<file path="config.mk">
export PLATFORM = sky130hd
export DESIGN_NAME = hazard_ctrl_flat
export DESIGN_NICKNAME = d
export VERILOG_FILES = /design/src/rtl/hazard_pkg.sv /design/src/rtl/hazard_ctrl_if.sv /design/src/rtl/hazard_ctrl_mul_tracker.sv /design/src/rtl/hazard_ctrl.sv /design/src/flat_wrapper.sv
export SDC_FILE = /design/constraint.sdc
export NUM_CORES = 1
export LEC_CHECK = 0
export BUFFER_PORTS_ARGS = -buffer_cell sky130_fd_sc_hd__buf_2
export CORE_MARGIN = 4
export CORE_UTILIZATION = 35
export CTS_CLUSTER_DIAMETER = 120
export CTS_CLUSTER_SIZE = 30
export DETAILED_ROUTE_END_ITERATION = 10
export GPL_TIMING_DRIVEN = 1
export PLACE_DENSITY = 0.8
export SYNTH_ARGS = -nofsm -noshare
export SYNTH_HDL_FRONTEND = slang
export SYNTH_SLANG_ARGS = --single-unit
</file>
<file path="constraint.sdc">
create_clock -name clk -period 1.3 [get_ports clk]
set_input_delay 0.13 -clock clk [delete_from_list [all_inputs] [get_ports clk]]
set_output_delay 0.13 -clock clk [all_outputs]
set_load 0.005 [all_outputs]
</file>
<file path="src/rtl/hazard_pkg.sv">
// hazard_pkg: definitions shared by the hazard controller files.
//   FWD_RF / FWD_W / FWD_M : forward-select encodings for the E-stage operand muxes
//   mul_state_t            : state type of the multi-cycle execute tracker
package hazard_pkg;

  localparam logic [1:0] FWD_RF = 2'b00;
  localparam logic [1:0] FWD_W  = 2'b01;
  localparam logic [1:0] FWD_M  = 2'b10;

  typedef enum logic {
    IDLE = 1'b0,
    BUSY = 1'b1
  } mul_state_t;

endpackage

</file>
<file path="src/rtl/hazard_ctrl_if.sv">
// hazard_ctrl_if: the pipeline-facing signal bundle of the hazard controller.
//   master : datapath side; drives register addresses and stage controls,
//            receives stall/flush/forward selects and status
//   slave  : hazard controller side
// Parameters: REG_ADDR_W (register address width), CNT_W (perf counter width).
interface hazard_ctrl_if #(
  parameter int REG_ADDR_W = 5,
  parameter int CNT_W      = 16
);

  logic [REG_ADDR_W-1:0] rs_d, rt_d, rs_e, rt_e;
  logic [REG_ADDR_W-1:0] wreg_e, wreg_m, wreg_w;
  logic                  regwrite_e, regwrite_m, regwrite_w;
  logic                  memtoreg_e;
  logic                  mul_start_e;
  logic                  branch_taken_e;

  logic                  stall_f, stall_d, stall_e;
  logic                  flush_d, flush_e, flush_m;
  logic [1:0]            fwd_a_e, fwd_b_e;
  logic                  mul_busy, mul_done;
  logic [CNT_W-1:0]      stall_cnt, flush_cnt;

  modport master (
    output rs_d, rt_d, rs_e, rt_e, wreg_e, wreg_m, wreg_w,
           regwrite_e, regwrite_m, regwrite_w, memtoreg_e,
           mul_start_e, branch_taken_e,
    input  stall_f, stall_d, stall_e, flush_d, flush_e, flush_m,
           fwd_a_e, fwd_b_e, mul_busy, mul_done, stall_cnt, flush_cnt
  );

  modport slave (
    input  rs_d, rt_d, rs_e, rt_e, wreg_e, wreg_m, wreg_w,
           regwrite_e, regwrite_m, regwrite_w, memtoreg_e,
           mul_start_e, branch_taken_e,
    output stall_f, stall_d, stall_e, flush_d, flush_e, flush_m,
           fwd_a_e, fwd_b_e, mul_busy, mul_done, stall_cnt, flush_cnt
  );

endinterface

</file>
<file path="src/rtl/hazard_ctrl_mul_tracker.sv">
// mul_tracker: tracks a multi-cycle op occupying the E stage for MUL_LAT cycles.
//   clk, reset   : clock, asynchronous active-low reset
//   mul_start_i  : E holds a multi-cycle op (held high while stalled)
//   mul_busy_o   : op is holding E (first MUL_LAT-1 cycles)
//   mul_done_o   : last E cycle of the op
//
//   state | meaning
//   ------+-----------------------------------------------------------
//   IDLE  | no op tracked; a start here is cycle 0 of a new op
//   BUSY  | op in flight, cnt_q = E cycles remaining including this one
//
// Busy/done are decoded from state and the live start input so the stall
// lands in the same cycle the op is first seen; a registered busy would be
// one cycle late.
module mul_tracker
  import hazard_pkg::*;
#(
  parameter int MUL_LAT = 4
) (
  input  logic clk,
  input  logic reset,
  input  logic mul_start_i,
  output logic mul_busy_o,
  output logic mul_done_o
);

  localparam int                  CNT_BITS = $clog2(MUL_LAT);
  localparam logic [CNT_BITS-1:0] CNT_LOAD = CNT_BITS'(MUL_LAT - 1);
  localparam logic [CNT_BITS-1:0] CNT_ONE  = CNT_BITS'(1);

  mul_state_t          state_q;
  logic [CNT_BITS-1:0] cnt_q;

  always_ff @(posedge clk or negedge reset) begin
    if (!reset) begin
      state_q <= IDLE;
      cnt_q   <= '0;
    end else begin
      case (state_q)
        IDLE: begin
          if (mul_start_i) begin
            state_q <= BUSY;
            cnt_q   <= CNT_LOAD;
          end
        end
        BUSY: begin
          // a start seen here belongs to the op in flight
          if (cnt_q > CNT_ONE) begin
            cnt_q <= cnt_q - CNT_ONE;
          end else begin
            state_q <= IDLE;
            cnt_q   <= '0;
          end
        end
        default: begin
          state_q <= IDLE;
          cnt_q   <= '0;
        end
      endcase
    end
  end

  // gated by reset so both read 0 the instant reset drops
  assign mul_busy_o = reset & (((state_q == IDLE) & mul_start_i) |
                               ((state_q == BUSY) & (cnt_q > CNT_ONE)));
  assign mul_done_o = reset & (state_q == BUSY) & (cnt_q == CNT_ONE);

endmodule

</file>
<file path="src/rtl/hazard_ctrl.sv">
// hazard_ctrl: hazard and forwarding controller for the 5-stage pipeline.
//   clk, reset : clock, asynchronous active-low reset
//   hz (slave) : register addresses / stage controls in; stall, flush,
//                forward selects, mul_busy/mul_done and perf counters out
// Optional feature: define HAZARD_PERF_EN to build the saturating stall and
// flush performance counters; otherwise stall_cnt/flush_cnt read 0.
module hazard_ctrl
  import hazard_pkg::*;
#(
  parameter int REG_ADDR_W = 5,
  parameter int MUL_LAT    = 4,
  parameter int CNT_W      = 16
) (
  input  logic          clk,
  input  logic          reset,
  hazard_ctrl_if.slave  hz
);

  logic mul_busy, mul_done, lu;
  logic stall_f, stall_d, stall_e, flush_d, flush_e, flush_m;

  function automatic logic [1:0] fwd_sel(input logic [REG_ADDR_W-1:0] src,
                                         input logic                  rw_m,
                                         input logic [REG_ADDR_W-1:0] wr_m,
                                         input logic                  rw_w,
                                         input logic [REG_ADDR_W-1:0] wr_w);
    // M is younger than W, so its value wins when both match
    if (rw_m && (wr_m != '0) && (wr_m == src))      return FWD_M;
    else if (rw_w && (wr_w != '0) && (wr_w == src)) return FWD_W;
    else                                            return FWD_RF;
  endfunction

  mul_tracker #(.MUL_LAT(MUL_LAT)) u_mul_tracker (
    .clk         (clk),
    .reset       (reset),
    .mul_start_i (hz.mul_start_e),
    .mul_busy_o  (mul_busy),
    .mul_done_o  (mul_done)
  );

  assign lu = hz.memtoreg_e & hz.regwrite_e & (hz.wreg_e != '0) &
              ((hz.wreg_e == hz.rs_d) | (hz.wreg_e == hz.rt_d));

  always_comb begin
    stall_f = 1'b0;
    stall_d = 1'b0;
    stall_e = 1'b0;
    flush_d = 1'b0;
    flush_e = 1'b0;
    flush_m = 1'b0;
    if (reset) begin
      if (mul_busy) begin
        // E holds the multiply: freeze F/D/E and bubble into M
        stall_f = 1'b1;
        stall_d = 1'b1;
        stall_e = 1'b1;
        flush_m = 1'b1;
      end else if (hz.branch_taken_e) begin
        // the load-using instruction in D is on the wrong path anyway
        flush_d = 1'b1;
        flush_e = 1'b1;
      end else if (lu) begin
        stall_f = 1'b1;
        stall_d = 1'b1;
        flush_e = 1'b1;
      end
    end
  end

  assign hz.stall_f  = stall_f;
  assign hz.stall_d  = stall_d;
  assign hz.stall_e  = stall_e;
  assign hz.flush_d  = flush_d;
  assign hz.flush_e  = flush_e;
  assign hz.flush_m  = flush_m;
  assign hz.mul_busy = mul_busy;
  assign hz.mul_done = mul_done;
  assign hz.fwd_a_e  = reset ? fwd_sel(hz.rs_e, hz.regwrite_m, hz.wreg_m,
                                       hz.regwrite_w, hz.wreg_w) : FWD_RF;
  assign hz.fwd_b_e  = reset ? fwd_sel(hz.rt_e, hz.regwrite_m, hz.wreg_m,
                                       hz.regwrite_w, hz.wreg_w) : FWD_RF;

`ifdef HAZARD_PERF_EN
  logic [CNT_W-1:0] stall_cnt_q, flush_cnt_q;

  always_ff @(posedge clk or negedge reset) begin
    if (!reset) begin
      stall_cnt_q <= '0;
      flush_cnt_q <= '0;
    end else begin
      if (stall_f && (stall_cnt_q != '1))
        stall_cnt_q <= stall_cnt_q + CNT_W'(1);
      if ((flush_d | flush_e | flush_m) && (flush_cnt_q != '1))
        flush_cnt_q <= flush_cnt_q + CNT_W'(1);
    end
  end

  assign hz.stall_cnt = stall_cnt_q;
  assign hz.flush_cnt = flush_cnt_q;
`else
  assign hz.stall_cnt = {CNT_W{1'b0}};
  assign hz.flush_cnt = {CNT_W{1'b0}};
`endif

endmodule

</file>
<file path="src/flat_wrapper.sv">
// flat-port wrapper written by rule: the top's interface ports become plain ports
module hazard_ctrl_flat import hazard_pkg::*;
#(
  parameter int REG_ADDR_W = 5,
  parameter int MUL_LAT    = 4,
  parameter int CNT_W      = 16
)
  (clk, reset, hz_rs_d, hz_rt_d, hz_rs_e, hz_rt_e, hz_wreg_e, hz_wreg_m, hz_wreg_w, hz_regwrite_e, hz_regwrite_m, hz_regwrite_w, hz_memtoreg_e, hz_mul_start_e, hz_branch_taken_e, hz_stall_f, hz_stall_d, hz_stall_e, hz_flush_d, hz_flush_e, hz_flush_m, hz_fwd_a_e, hz_fwd_b_e, hz_mul_busy, hz_mul_done, hz_stall_cnt, hz_flush_cnt);
  hazard_ctrl_if #(.REG_ADDR_W(REG_ADDR_W), .CNT_W(CNT_W)) hz_i ();
  input  logic clk;
  input  logic reset;
  input wire logic [$bits(hz_i.rs_d)-1:0] hz_rs_d;
  input wire logic [$bits(hz_i.rt_d)-1:0] hz_rt_d;
  input wire logic [$bits(hz_i.rs_e)-1:0] hz_rs_e;
  input wire logic [$bits(hz_i.rt_e)-1:0] hz_rt_e;
  input wire logic [$bits(hz_i.wreg_e)-1:0] hz_wreg_e;
  input wire logic [$bits(hz_i.wreg_m)-1:0] hz_wreg_m;
  input wire logic [$bits(hz_i.wreg_w)-1:0] hz_wreg_w;
  input wire logic [$bits(hz_i.regwrite_e)-1:0] hz_regwrite_e;
  input wire logic [$bits(hz_i.regwrite_m)-1:0] hz_regwrite_m;
  input wire logic [$bits(hz_i.regwrite_w)-1:0] hz_regwrite_w;
  input wire logic [$bits(hz_i.memtoreg_e)-1:0] hz_memtoreg_e;
  input wire logic [$bits(hz_i.mul_start_e)-1:0] hz_mul_start_e;
  input wire logic [$bits(hz_i.branch_taken_e)-1:0] hz_branch_taken_e;
  output wire logic [$bits(hz_i.stall_f)-1:0] hz_stall_f;
  output wire logic [$bits(hz_i.stall_d)-1:0] hz_stall_d;
  output wire logic [$bits(hz_i.stall_e)-1:0] hz_stall_e;
  output wire logic [$bits(hz_i.flush_d)-1:0] hz_flush_d;
  output wire logic [$bits(hz_i.flush_e)-1:0] hz_flush_e;
  output wire logic [$bits(hz_i.flush_m)-1:0] hz_flush_m;
  output wire logic [$bits(hz_i.fwd_a_e)-1:0] hz_fwd_a_e;
  output wire logic [$bits(hz_i.fwd_b_e)-1:0] hz_fwd_b_e;
  output wire logic [$bits(hz_i.mul_busy)-1:0] hz_mul_busy;
  output wire logic [$bits(hz_i.mul_done)-1:0] hz_mul_done;
  output wire logic [$bits(hz_i.stall_cnt)-1:0] hz_stall_cnt;
  output wire logic [$bits(hz_i.flush_cnt)-1:0] hz_flush_cnt;
  assign hz_i.rs_d = hz_rs_d;
  assign hz_i.rt_d = hz_rt_d;
  assign hz_i.rs_e = hz_rs_e;
  assign hz_i.rt_e = hz_rt_e;
  assign hz_i.wreg_e = hz_wreg_e;
  assign hz_i.wreg_m = hz_wreg_m;
  assign hz_i.wreg_w = hz_wreg_w;
  assign hz_i.regwrite_e = hz_regwrite_e;
  assign hz_i.regwrite_m = hz_regwrite_m;
  assign hz_i.regwrite_w = hz_regwrite_w;
  assign hz_i.memtoreg_e = hz_memtoreg_e;
  assign hz_i.mul_start_e = hz_mul_start_e;
  assign hz_i.branch_taken_e = hz_branch_taken_e;
  assign hz_stall_f = hz_i.stall_f;
  assign hz_stall_d = hz_i.stall_d;
  assign hz_stall_e = hz_i.stall_e;
  assign hz_flush_d = hz_i.flush_d;
  assign hz_flush_e = hz_i.flush_e;
  assign hz_flush_m = hz_i.flush_m;
  assign hz_fwd_a_e = hz_i.fwd_a_e;
  assign hz_fwd_b_e = hz_i.fwd_b_e;
  assign hz_mul_busy = hz_i.mul_busy;
  assign hz_mul_done = hz_i.mul_done;
  assign hz_stall_cnt = hz_i.stall_cnt;
  assign hz_flush_cnt = hz_i.flush_cnt;
  hazard_ctrl #(.REG_ADDR_W(REG_ADDR_W), .MUL_LAT(MUL_LAT), .CNT_W(CNT_W)) u_core (.clk(clk), .reset(reset), .hz(hz_i));
endmodule
</file>
==> impl_metrics.csv, run 1 <==
group,metric,value,unit
routing,top_layer_used,"met4",
power,netSwitchingFraction,40.5,%
timing,fin_ws,-353,ps
power,power.share.sequential,17.1,%
clock_tree,cts_tree,"yes",
worst_setup_path,path_class,"flop to output pin",
cells_and_area,area_growth,64.7,%
clock_tree,clkLatencyLatePin,240,ps
routing,drtPass1Iterations,4,
job,cap_violations,0,
hold_path,hold_path_end,"u_core.u_mul_tracker.cnt_q[1]",
clock_tree,clockBufferDepth,2,
cells_and_area,multi_input_area,766,um2
placed_design,place_inst,198,
routing,via_count,897,
placed_design,dp_hpwl,1960,um
cells_and_area,regArea,75.1,um2
routing,wl,2690,um
grt,antenna_found_initial,0,
synthesis,seq_area_frac_synth,8.93,%
timing,fin_tns_setup,-2090,ps
routing,wl_per_cell,13.0,um
worst_setup_path,cp_max_fo,3,
power,p_int,0.628,mW
timing,hold_viol_final,0,
synthesis,synth_top_area_share,31.3,%
cells_and_area,fillers,209,
power,pwr_density_cell,762,nW/um2
timing,fin_skew,5.22,ps
worst_setup_path,reg2regPathDepth,4,
clock_tree,clkSlewWorstSetupHoldPaths,40,ps
clock_tree,numCtsBuffers,3,
worst_setup_path,ff2ff_setup_slack,320,ps
routing,wl_met1,826,um
synthesis,syn_area,841,um2
status,status,"complete, but fails checks",
placed_design,io_buffers,54,
floorplan,die_w,57.0,um
synthesis,yosys_warnings,0,
power,combPwrFrac,67.1,%
grt,grt_pass1_vias,899,
synthesis,synth_cells,108,
grt,grt_overflow_total,0,
grt,grtUsageTotal,12.8,%
placed_design,placed_area,1100,um2
routing,dr_wl_met2,1520,um
clock_tree,htree_levels,1,
cells_and_area,final_layout_size_suffix_gt1_share,53.9,%
cells_and_area,stdcell_area,1390,um2
hold_path,hp-class,"input port to flop",
synthesis,synth.distinct_cells,24,
hold_path,holdPathStages,3,
timing,final-setup-viol-count,11,
worst_setup_path,r2r_end,"u_core.u_mul_tracker.state_q",
clock_tree,root_buffer,"clkbuf_4",
floorplan,rows,17,
cells_and_area,fin_nets,222,
cells_and_area,final_cell_count_no_fill,206,
floorplan,core,2250,um2
power,leakage,0.731,nW
worst_setup_path,cp-end-kind,"output pin",
worst_setup_path,crit_required,1170,ps
worst_setup_path,arrival,1520,ps
synthesis,synthTopCellsByCount,"35 x buf_4, 24 x xor2_1, 6 x xnor2_1",
grt,grt_max_degree,8,
floorplan,die_h,57.0,um
power,clockPowerShare,15.8,%
synthesis,ys.flop_type,"dfrtp_1",
floorplan,initial_utilization,37.3,%
placed_design,gp_congestion,0.791,
floorplan,ios,87,
power,ir_drop,1110,uV
synthesis,synth.avg_cell_area,7.79,um2
cells_and_area,n_antenna_cell,0,
status,failed_checks,"negative setup slack",
clock_tree,cts_sinks,3,
routing,drt_iter0_drc,13,
routing,drc_errors,0,
timing,fin_crit_sh,127,%
routing,ant_nets,0,
hold_path,hold_start,"hz_mul_start_e",
timing,max_freq,605,MHz
synthesis,yosysMostFrequentCell,"buf_4",
synthesis,yosysTopAreaCell,"buf_4",
timing,slew_viol_final,0,
synthesis,synth-edff-count,0,
power,p_switching,0.428,mW
worst_setup_path,startpoint_type,"flop",
routing,met3_length,277,um
synthesis,synth.area.top_cells,"buf_4 31%, xor2_1 25%, dfrtp_1 8.9%, xnor2_1 6.2%, or4_1 4.5%",
routing,vias_per_cell,4.35,
synthesis,ys_ff_latch,3,
grt,grt_pass1_wl,3390,um
worst_setup_path,timing.rr.start,"u_core.u_mul_tracker.state_q",
timing,fin_crit,1650,ps
synthesis,ys_async_sr_fraction,100,%
timing,rsz0062_at_grt,"true",
floorplan,fp.dieArea,3250,um2
[cell type report]
class                   count  share of cell area [%]
clock buffers               4                    1.90
inverters                   4                    1.08
repair buffers             70                    33.8
flip-flops and latches      3                    5.42
multi-input cells          97                    55.3
well taps                  28                    2.53
[what timing repair did]
action,CTS,global route
endpoints found under the hold margin,3,0
endpoints found under the setup margin,10,11
hold buffers,1,0
buffers inserted,3,1
resized for setup,11,34
pin swaps,7,15
[worst max-delay path by stage]
stage                                            start       endpoint  depth (start not counted)
after detailed placement                  hz_wreg_m[0]  hz_fwd_b_e[0]                          6
after floorplan                           hz_wreg_m[0]  hz_fwd_a_e[0]                          4
final                     u_core.u_mul_tracker.state_q     hz_flush_e                          6
after global routing      u_core.u_mul_tracker.state_q     hz_flush_e                          6
after global placement                    hz_wreg_m[0]  hz_fwd_a_e[0]                          6
after CTS                 u_core.u_mul_tracker.state_q     hz_flush_e                          6
[worst max-delay path: stages (launching register included)]
cell and delay, ps:
dfrtp_1 400, nand2_1 110, o21a_1 160, inv_1 60, or2_4 240, o31ai_4 170, buf_2 150
[placed cells by master (no fill, tap or decap), types with 2 or more instances in the layout]
master    count
or4_4         3
buf_4        12
inv_2         2
nor4_4        2
xnor2_2       2
xnor2_1       3
xor2_1       24
buf_6        10
clkbuf_4      3
and2_4        2
buf_2        45
nor2_1        4
nand2_1       2
inv_1         2
nand3_1       2
buf_8         2
conb_1       32
dfrtp_1       3
or4_1         2
nor4_2        2
[kinds of logic after synthesis]
group	share of synthesized area [%]
AOI/OAI and AO/OA	6.55
buffers and inverters	33.0
and+or+nand+nor	19.8
other	0.446
DFF	8.93
xor gates and xnor gates	31.2
[flip-flops by register name, indices dropped and copies added (netlist names)]
name and count:
u_core.u_mul_tracker.state_q 1, u_core.u_mul_tracker.cnt_q 2
[stage by stage]
stage | util [%] | worst slack [ps] | power (mW) | hold WS [ps]
after detailed placement | 48.7 | -277 | 0.710 | 65.7
after global placement | 48.7 | -240 | 0.695 | 63.4
after global routing | 61.4 | -395 | 1.13 | 240
final | 61.4 | -353 | 1.06 | 229
after floorplan | - | 10.6 | 0.523 | -166
after CTS | 53.8 | -325 | 0.938 | 222
[metal layers]
layer	track usage, %	vias up
li1	-	433
met1	11.7	382
met2	26.1	72
met3	2.71	10
met4	5.96	0
met5	0	-
[power by group through the flow]
stage | sequential [mW] | combinational [mW] | clock, mW
floorplan | 0.180 | 0.343 | 0
global placement | 0.176 | 0.519 | 0
detailed placement | 0.178 | 0.532 | 0
CTS | 0.177 | 0.590 | 0.171
global route | 0.183 | 0.772 | 0.179
finish | 0.181 | 0.708 | 0.167
No activity file was read; power rests on OpenSTA's default activity.
==> run 2, diff against run 1 <==
--- a/config.mk
+++ b/config.mk
@@ -7,4 +7,5 @@
 export LEC_CHECK = 0
 export BUFFER_PORTS_ARGS = -buffer_cell sky130_fd_sc_hd__buf_2
+export CAP_MARGIN = 20
 export CORE_MARGIN = 4
 export CORE_UTILIZATION = 35
@@ -13,5 +14,5 @@
 export DETAILED_ROUTE_END_ITERATION = 10
 export GPL_TIMING_DRIVEN = 1
-export PLACE_DENSITY = 0.8
+export PLACE_DENSITY_LB_ADDON = 0.25
 export SYNTH_ARGS = -nofsm -noshare
 export SYNTH_HDL_FRONTEND = slang
==> constraint.sdc (replaced) <==
create_clock -name clk -period 1.3 [get_ports clk]
set_input_delay 0.13 -clock clk [delete_from_list [all_inputs] [get_ports clk]]
set_output_delay 0.13 -clock clk [all_outputs]
set_load 0.05 [all_outputs]
==> run 2 against run 1 <==
The run still ends with negative setup slack left. Maximum frequency down 2.6%. Cell area up 8.9%. Hold slack better by 64 ps. Count of clock-buffer cells in the layout unchanged. Largest cell class unchanged. Highest routed layer unchanged.
==> impl_metrics.csv, run 2 (synthesis gave the netlist of run 1 again) <==
group,metric,value,unit
floorplan,fp.dieArea,3250,um2
routing,ant_nets,0,
placed_design,place_inst,205,
timing,final-setup-viol-count,11,
cells_and_area,fillers,196,
placed_design,io_buffers,54,
power,finalPower,1.68,mW
status,status,"complete, but fails checks",
grt,grtUsageTotal,15.8,%
timing,fin_ws,-397,ps
floorplan,ios,87,
cells_and_area,area_growth,79.5,%
worst_setup_path,cp_max_fo,2,
cells_and_area,final_cell_mix,"37 x buf_2, 32 x conb_1, 26 x buf_4, 24 x xor2_1, 13 x buf_6",
routing,drt_iter0_drc,16,
timing,fin_crit,1700,ps
cells_and_area,n_antenna_cell,0,
routing,wl_per_cell,11.8,um
floorplan,die_h,57.0,um
placed_design,gp_congestion,0.779,
job,cap_violations,0,
clock_tree,cts_sinks,3,
worst_setup_path,path_class,"input port to output pin",
floorplan,core,2250,um2
worst_setup_path,cp-end-kind,"output pin",
grt,grt_overflow_total,0,
routing,drtPass1Iterations,2,
placed_design,dp_hpwl,2140,um
floorplan,rows,17,
routing,via_count,902,
grt,grt_max_degree,8,
cells_and_area,top_regs,"u_core.u_mul_tracker.cnt_q (2), u_core.u_mul_tracker.state_q (1)",
power,ir_drop,839,uV
worst_setup_path,arrival,1570,ps
hold_path,hp-class,"input port to flop",
timing,rsz0062_at_grt,"true",
hold_path,holdPathStages,4,
cells_and_area,largest_register_ffs,2,
timing,fin_skew,1.15,ps
floorplan,die_w,57.0,um
worst_setup_path,crit_required,1170,ps
cells_and_area,final_cell_count_no_fill,217,
cells_and_area,regMostFlops,"u_core.u_mul_tracker.cnt_q",
grt,grt_pass1_vias,898,
placed_design,preCtsSetupSlack,-487,ps
cells_and_area,fin_util,66.9,%
clock_tree,cts_tree,"yes",
worst_setup_path,startpoint_type,"input port",
clock_tree,root_buffer,"clkbuf_4",
clock_tree,clkLatencyLatePin,240,ps
power,pwr_density_cell,1110,nW/um2
cells_and_area,final_common_cell,"buf_2",
worst_setup_path,reg2regPathDepth,4,
clock_tree,clkSlewWorstSetupHoldPaths,40,ps
clock_tree,numCtsBuffers,3,
floorplan,initial_utilization,37.3,%
grt,antenna_found_initial,0,
cells_and_area,fin_nets,233,
clock_tree,htree_levels,1,
cells_and_area,final_layout_size_suffix_gt1_share,55.6,%
timing,fin_tns_setup,-3010,ps
routing,drc_errors,0,
grt,grt_pass1_wl,4050,um
power,leakage,0.775,nW
timing,hold_viol_final,0,
routing,vias_per_cell,4.16,
routing,wl,2570,um
timing,fin_crit_sh,131,%
timing,slew_viol_final,0,
clock_tree,clockBufferDepth,2,
timing,max_freq,589,MHz
status,failed_checks,"negative setup slack",
==> run 2: cell types whose count changed in the layout (fill, tap and decap cells not counted), sizes merged <==
cell	previous run	this run
buf	69	80
clkinvlp	0	1
inv	4	3
==> run 2: critical path, stage by stage <==
cell	delay (ps)
buf_8	100
or4_4	540
o21ai_4	150
buf_6	120
nor4_4	40
nor4_4	280
buf_6	190
==> run 2: worst paths after layout <==
kind	from	endpoint	slack [ps]
worst max-delay path	hz_wreg_m[4]	hz_fwd_b_e[0]	-400
worst min-delay path	hz_mul_start_e	u_core.u_mul_tracker.cnt_q[0]	290
worst max register to register	u_core.u_mul_tracker.state_q	u_core.u_mul_tracker.cnt_q[0]	360
worst min register to register	u_core.u_mul_tracker.cnt_q[0]	u_core.u_mul_tracker.cnt_q[0]	530
max in group asynchronous	reset	u_core.u_mul_tracker.state_q	710
min in group asynchronous	reset	u_core.u_mul_tracker.cnt_q[1]	440
==> run 2: power by group <==
part,internal [mW],total [mW],switching [mW]
Sequential,0.143,0.186,0.0422
Combinational,0.537,1.32,0.784
Clock,0.115,0.169,0.0536
Total,0.796,1.68,0.880
==> run 2: per-layer routing <==
metal	vias up	GRT usage, %	part of all wire (%)
met5	-	0	0
met4	0	5.96	1.3
met3	4	3.17	6.6
met2	34	29.4	57
met1	408	17.6	35
li1	456	-	-
==> run 2: timing repair <==
action | in CTS | in global routing
setup buffers | 4 | 4
hold buffers | 1 | 0
endpoints found under the setup margin | 11 | 12
hold endpoints to repair | 3 | 0
pin swaps | 8 | 8
resized for setup | 45 | 10
==> run 2: final cells by class <==
| type | instances | area (um2) | share of cell area, % |
|---|---|---|---|
| multi-input cells | 97 | 757 | 50.2 |
| repair buffers | 81 | 597 | 39.6 |
| flip-flops and latches | 3 | 75.1 | 4.98 |
| well taps | 28 | 35.0 | 2.32 |
| clock buffers | 4 | 26.3 | 1.74 |
| inverters | 4 | 18.8 | 1.24 |
==> run 2: stage by stage <==
stage / cell area [um2] / hold WS, ps
after floorplan: 1040 / -166
after global placement: 1210 / 73.5
after detailed placement: 1210 / 69.3
after CTS: 1450 / 292
after global routing: 1510 / 329
final: 1510 / 293
==> run 3, diff against run 2 <==
Settings changed: ABC_AREA set to 1, CORE_UTILIZATION 35 to 37.
==> run 3 against run 2 <==
The run still ends with negative setup slack left. First-iteration DRC count is 13% lower. Die area is 6.1% higher. Sequential share of layout area rose by 0.87 points. Area after synthesis grew 13%. Setup slack gained 240 ps. Core utilization fell by 15 points. Critical path type is now flop to output pin. Critical endpoint is now hz_stall_f. Largest cell class unchanged. Highest routed layer is now met3.
==> impl_metrics.csv, run 3 <==
group,metric,value,unit
placed_design,dp_hpwl,2010,um
placed_design,gp_congestion,0.810,
cells_and_area,stdcell_area,1280,um2
routing,drc_errors,0,
synthesis,synth_top_area_share,27.6,%
worst_setup_path,cp_max_fo,3,
floorplan,rows,18,
clock_tree,cts_tree,"yes",
grt,grt_pass1_wl,3250,um
cells_and_area,final_common_cell,"buf_2",
cells_and_area,largest_register_ffs,2,
cells_and_area,regArea,75.1,um2
floorplan,fp.dieArea,3450,um2
power,p_switching,0.874,mW
power,power.share.sequential,11.1,%
timing,max_freq,687,MHz
synthesis,synth_fa_ha_area_share,0,%
power,p_int,0.712,mW
timing,rsz0062_at_grt,"true",
timing,whs,151,ps
synthesis,yosys_warnings,0,
cells_and_area,top_regs,"u_core.u_mul_tracker.cnt_q (2), u_core.u_mul_tracker.state_q (1)",
power,leakage,0.785,nW
synthesis,yosysTopAreaCell,"buf_4",
worst_setup_path,reg2regPathDepth,4,
routing,via_count,969,
synthesis,synth.distinct_cells,22,
timing,fin_tns_setup,-887,ps
synthesis,synth-edff-count,0,
worst_setup_path,path_class,"flop to output pin",
grt,antenna_found_initial,0,
synthesis,synth.area.top_cells,"buf_4 28%, xor2_1 14%, nand2_1 11%, dfrtp_1 7.9%, nor2_1 7.1%",
synthesis,synthTopCellsByCount,"35 x buf_4, 29 x nand2_1, 18 x nor2_1",
clock_tree,htree_levels,1,
synthesis,ys.flop_type,"dfrtp_1",
cells_and_area,fillers,257,
synthesis,ys_async_sr_fraction,100,%
grt,grt_overflow_total,0,
clock_tree,cts_sinks,3,
hold_path,hp-class,"input port to flop",
floorplan,core,2450,um2
placed_design,placed_area,1160,um2
grt,grtUsageTotal,11.9,%
synthesis,synthSimpleGateAreaFrac,28.5,%
grt,grt_max_degree,6,
worst_setup_path,arrival,1330,ps
power,ir_drop,1440,uV
synthesis,seq_area_frac_synth,7.88,%
cells_and_area,n_antenna_cell,0,
floorplan,ios,87,
routing,drt_iter0_drc,14,
synthesis,synth_mux_area_share,0,%
clock_tree,numCtsBuffers,3,
floorplan,initial_utilization,38.8,%
cells_and_area,final_cell_mix,"45 x buf_2, 32 x conb_1, 29 x nand2_1, 16 x inv_1",
clock_tree,clkSlewWorstSetupHoldPaths,40,ps
clock_tree,clockBufferDepth,2,
status,failed_checks,"negative setup slack",
power,pwr_density_cell,1240,nW/um2
routing,drtPass1Iterations,4,
power,combPwrFrac,78.4,%
cells_and_area,fin_util,52.3,%
routing,wl,2330,um
timing,hold_viol_final,0,
cells_and_area,area_growth,34.8,%
synthesis,synth_compound_area_share,7.23,%
worst_setup_path,crit_required,1170,ps
power,netSwitchingFraction,55.1,%
floorplan,die_w,58.7,um
timing,fin_skew,3.92,ps
synthesis,synth_top_family_by_area,"buffers and inverters",
timing,slew_viol_final,0,
timing,final-setup-viol-count,7,
synthesis,synthXorXnorAreaFrac,19.3,%
hold_path,holdPathStages,3,
job,cap_violations,0,
cells_and_area,multi_input_area,669,um2
routing,ant_nets,0,
status,status,"complete, but fails checks",
timing,fin_ws,-156,ps
placed_design,io_buffers,54,
floorplan,die_h,58.7,um
power,finalPower,1.59,mW
synthesis,ys_ff_latch,3,
worst_setup_path,cp-end-kind,"output pin",
worst_setup_path,startpoint_type,"flop",
grt,grt_pass1_vias,849,
cells_and_area,final_layout_size_suffix_gt1_share,35.6,%
clock_tree,clkLatencyLatePin,230,ps
cells_and_area,fin_nets,263,
power,clockPowerShare,10.5,%
synthesis,synth_cells,158,
timing,fin_crit,1460,ps
timing,fin_crit_sh,112,%
clock_tree,root_buffer,"clkbuf_4",
routing,wl_per_cell,9.35,um
cells_and_area,regMostFlops,"u_core.u_mul_tracker.cnt_q",
synthesis,syn_area,952,um2
synthesis,synth.avg_cell_area,6.03,um2
routing,vias_per_cell,3.89,
synthesis,yosysMostFrequentCell,"buf_4",
## run 3: kinds of logic (layout without fill, tap and decap cells)
family          Yosys count  in the layout
xor+xnor                 21             21
buf+inv                  58             88
flops                     3              3
compound gates           10             10
other cells               1             32
simple gates             65             65
## run 3: power groups by stage
stage	logic [mW]	clock network, mW	registers, mW
after global placement	1.01	0	0.178
after CTS	1.18	0.175	0.175
final	1.24	0.167	0.176
after global routing	1.32	0.176	0.180
after floorplan	0.893	0	0.171
after detailed placement	1.01	0	0.178
## run 3: final timing paths
check                                              start                       endpoint  slack, ps
setup / recovery            u_core.u_mul_tracker.state_q                     hz_stall_f       -160
hold / removal                            hz_mul_start_e  u_core.u_mul_tracker.cnt_q[0]        150
setup reg to reg           u_core.u_mul_tracker.cnt_q[1]   u_core.u_mul_tracker.state_q        370
hold reg to reg            u_core.u_mul_tracker.cnt_q[0]  u_core.u_mul_tracker.cnt_q[0]        520
max in group asynchronous                          reset   u_core.u_mul_tracker.state_q        760
min in group asynchronous                          reset  u_core.u_mul_tracker.cnt_q[0]        380
## run 3: stage by stage
| stage | setup WS (ps) | instances |
|---|---|---|
| after global placement | 17.3 | 241 |
| after floorplan | -319 | 189 |
| after detailed placement | -8.79 | 241 |
| after global routing | -247 | 249 |
| after CTS | -146 | 248 |
| final | -156 | 249 |
## run 3: critical path, stage by stage (launching register included)
cell and delay (ps):
dfrtp_1 370, inv_2 80, nor2_2 50, a21oi_2 140
inv_2 70, nor2_4 80, o21bai_4 140, buf_8 170
## run 3: cell type report
| type | instances | share of cell area (%) |
|---|---|---|
| Clock buffer | 4 | 2.05 |
| Timing Repair Buffer | 61 | 30.3 |
| Multi-Input combinational cell | 128 | 52.1 |
| Sequential cell | 3 | 5.85 |
| Inverter | 23 | 6.73 |
| Tap cell | 30 | 2.92 |
## run 3: metal layers
metal | vias to the layer above | global-route usage, % | share of wire, %
met3 | 0 | 0.877 | 8.1
met2 | 34 | 23.5 | 55
met5 | - | 0 | 0
met1 | 401 | 13.1 | 37
met4 | 0 | 3.88 | 0
li1 | 534 | - | -
## run 3: what timing repair did
item	4_1_cts	5_1_grt
pin swaps	1	0
setup endpoints to repair	8	9
hold endpoints to repair	3	0
gates resized for setup	16	5
hold buffers	1	0
buffers inserted	2	1
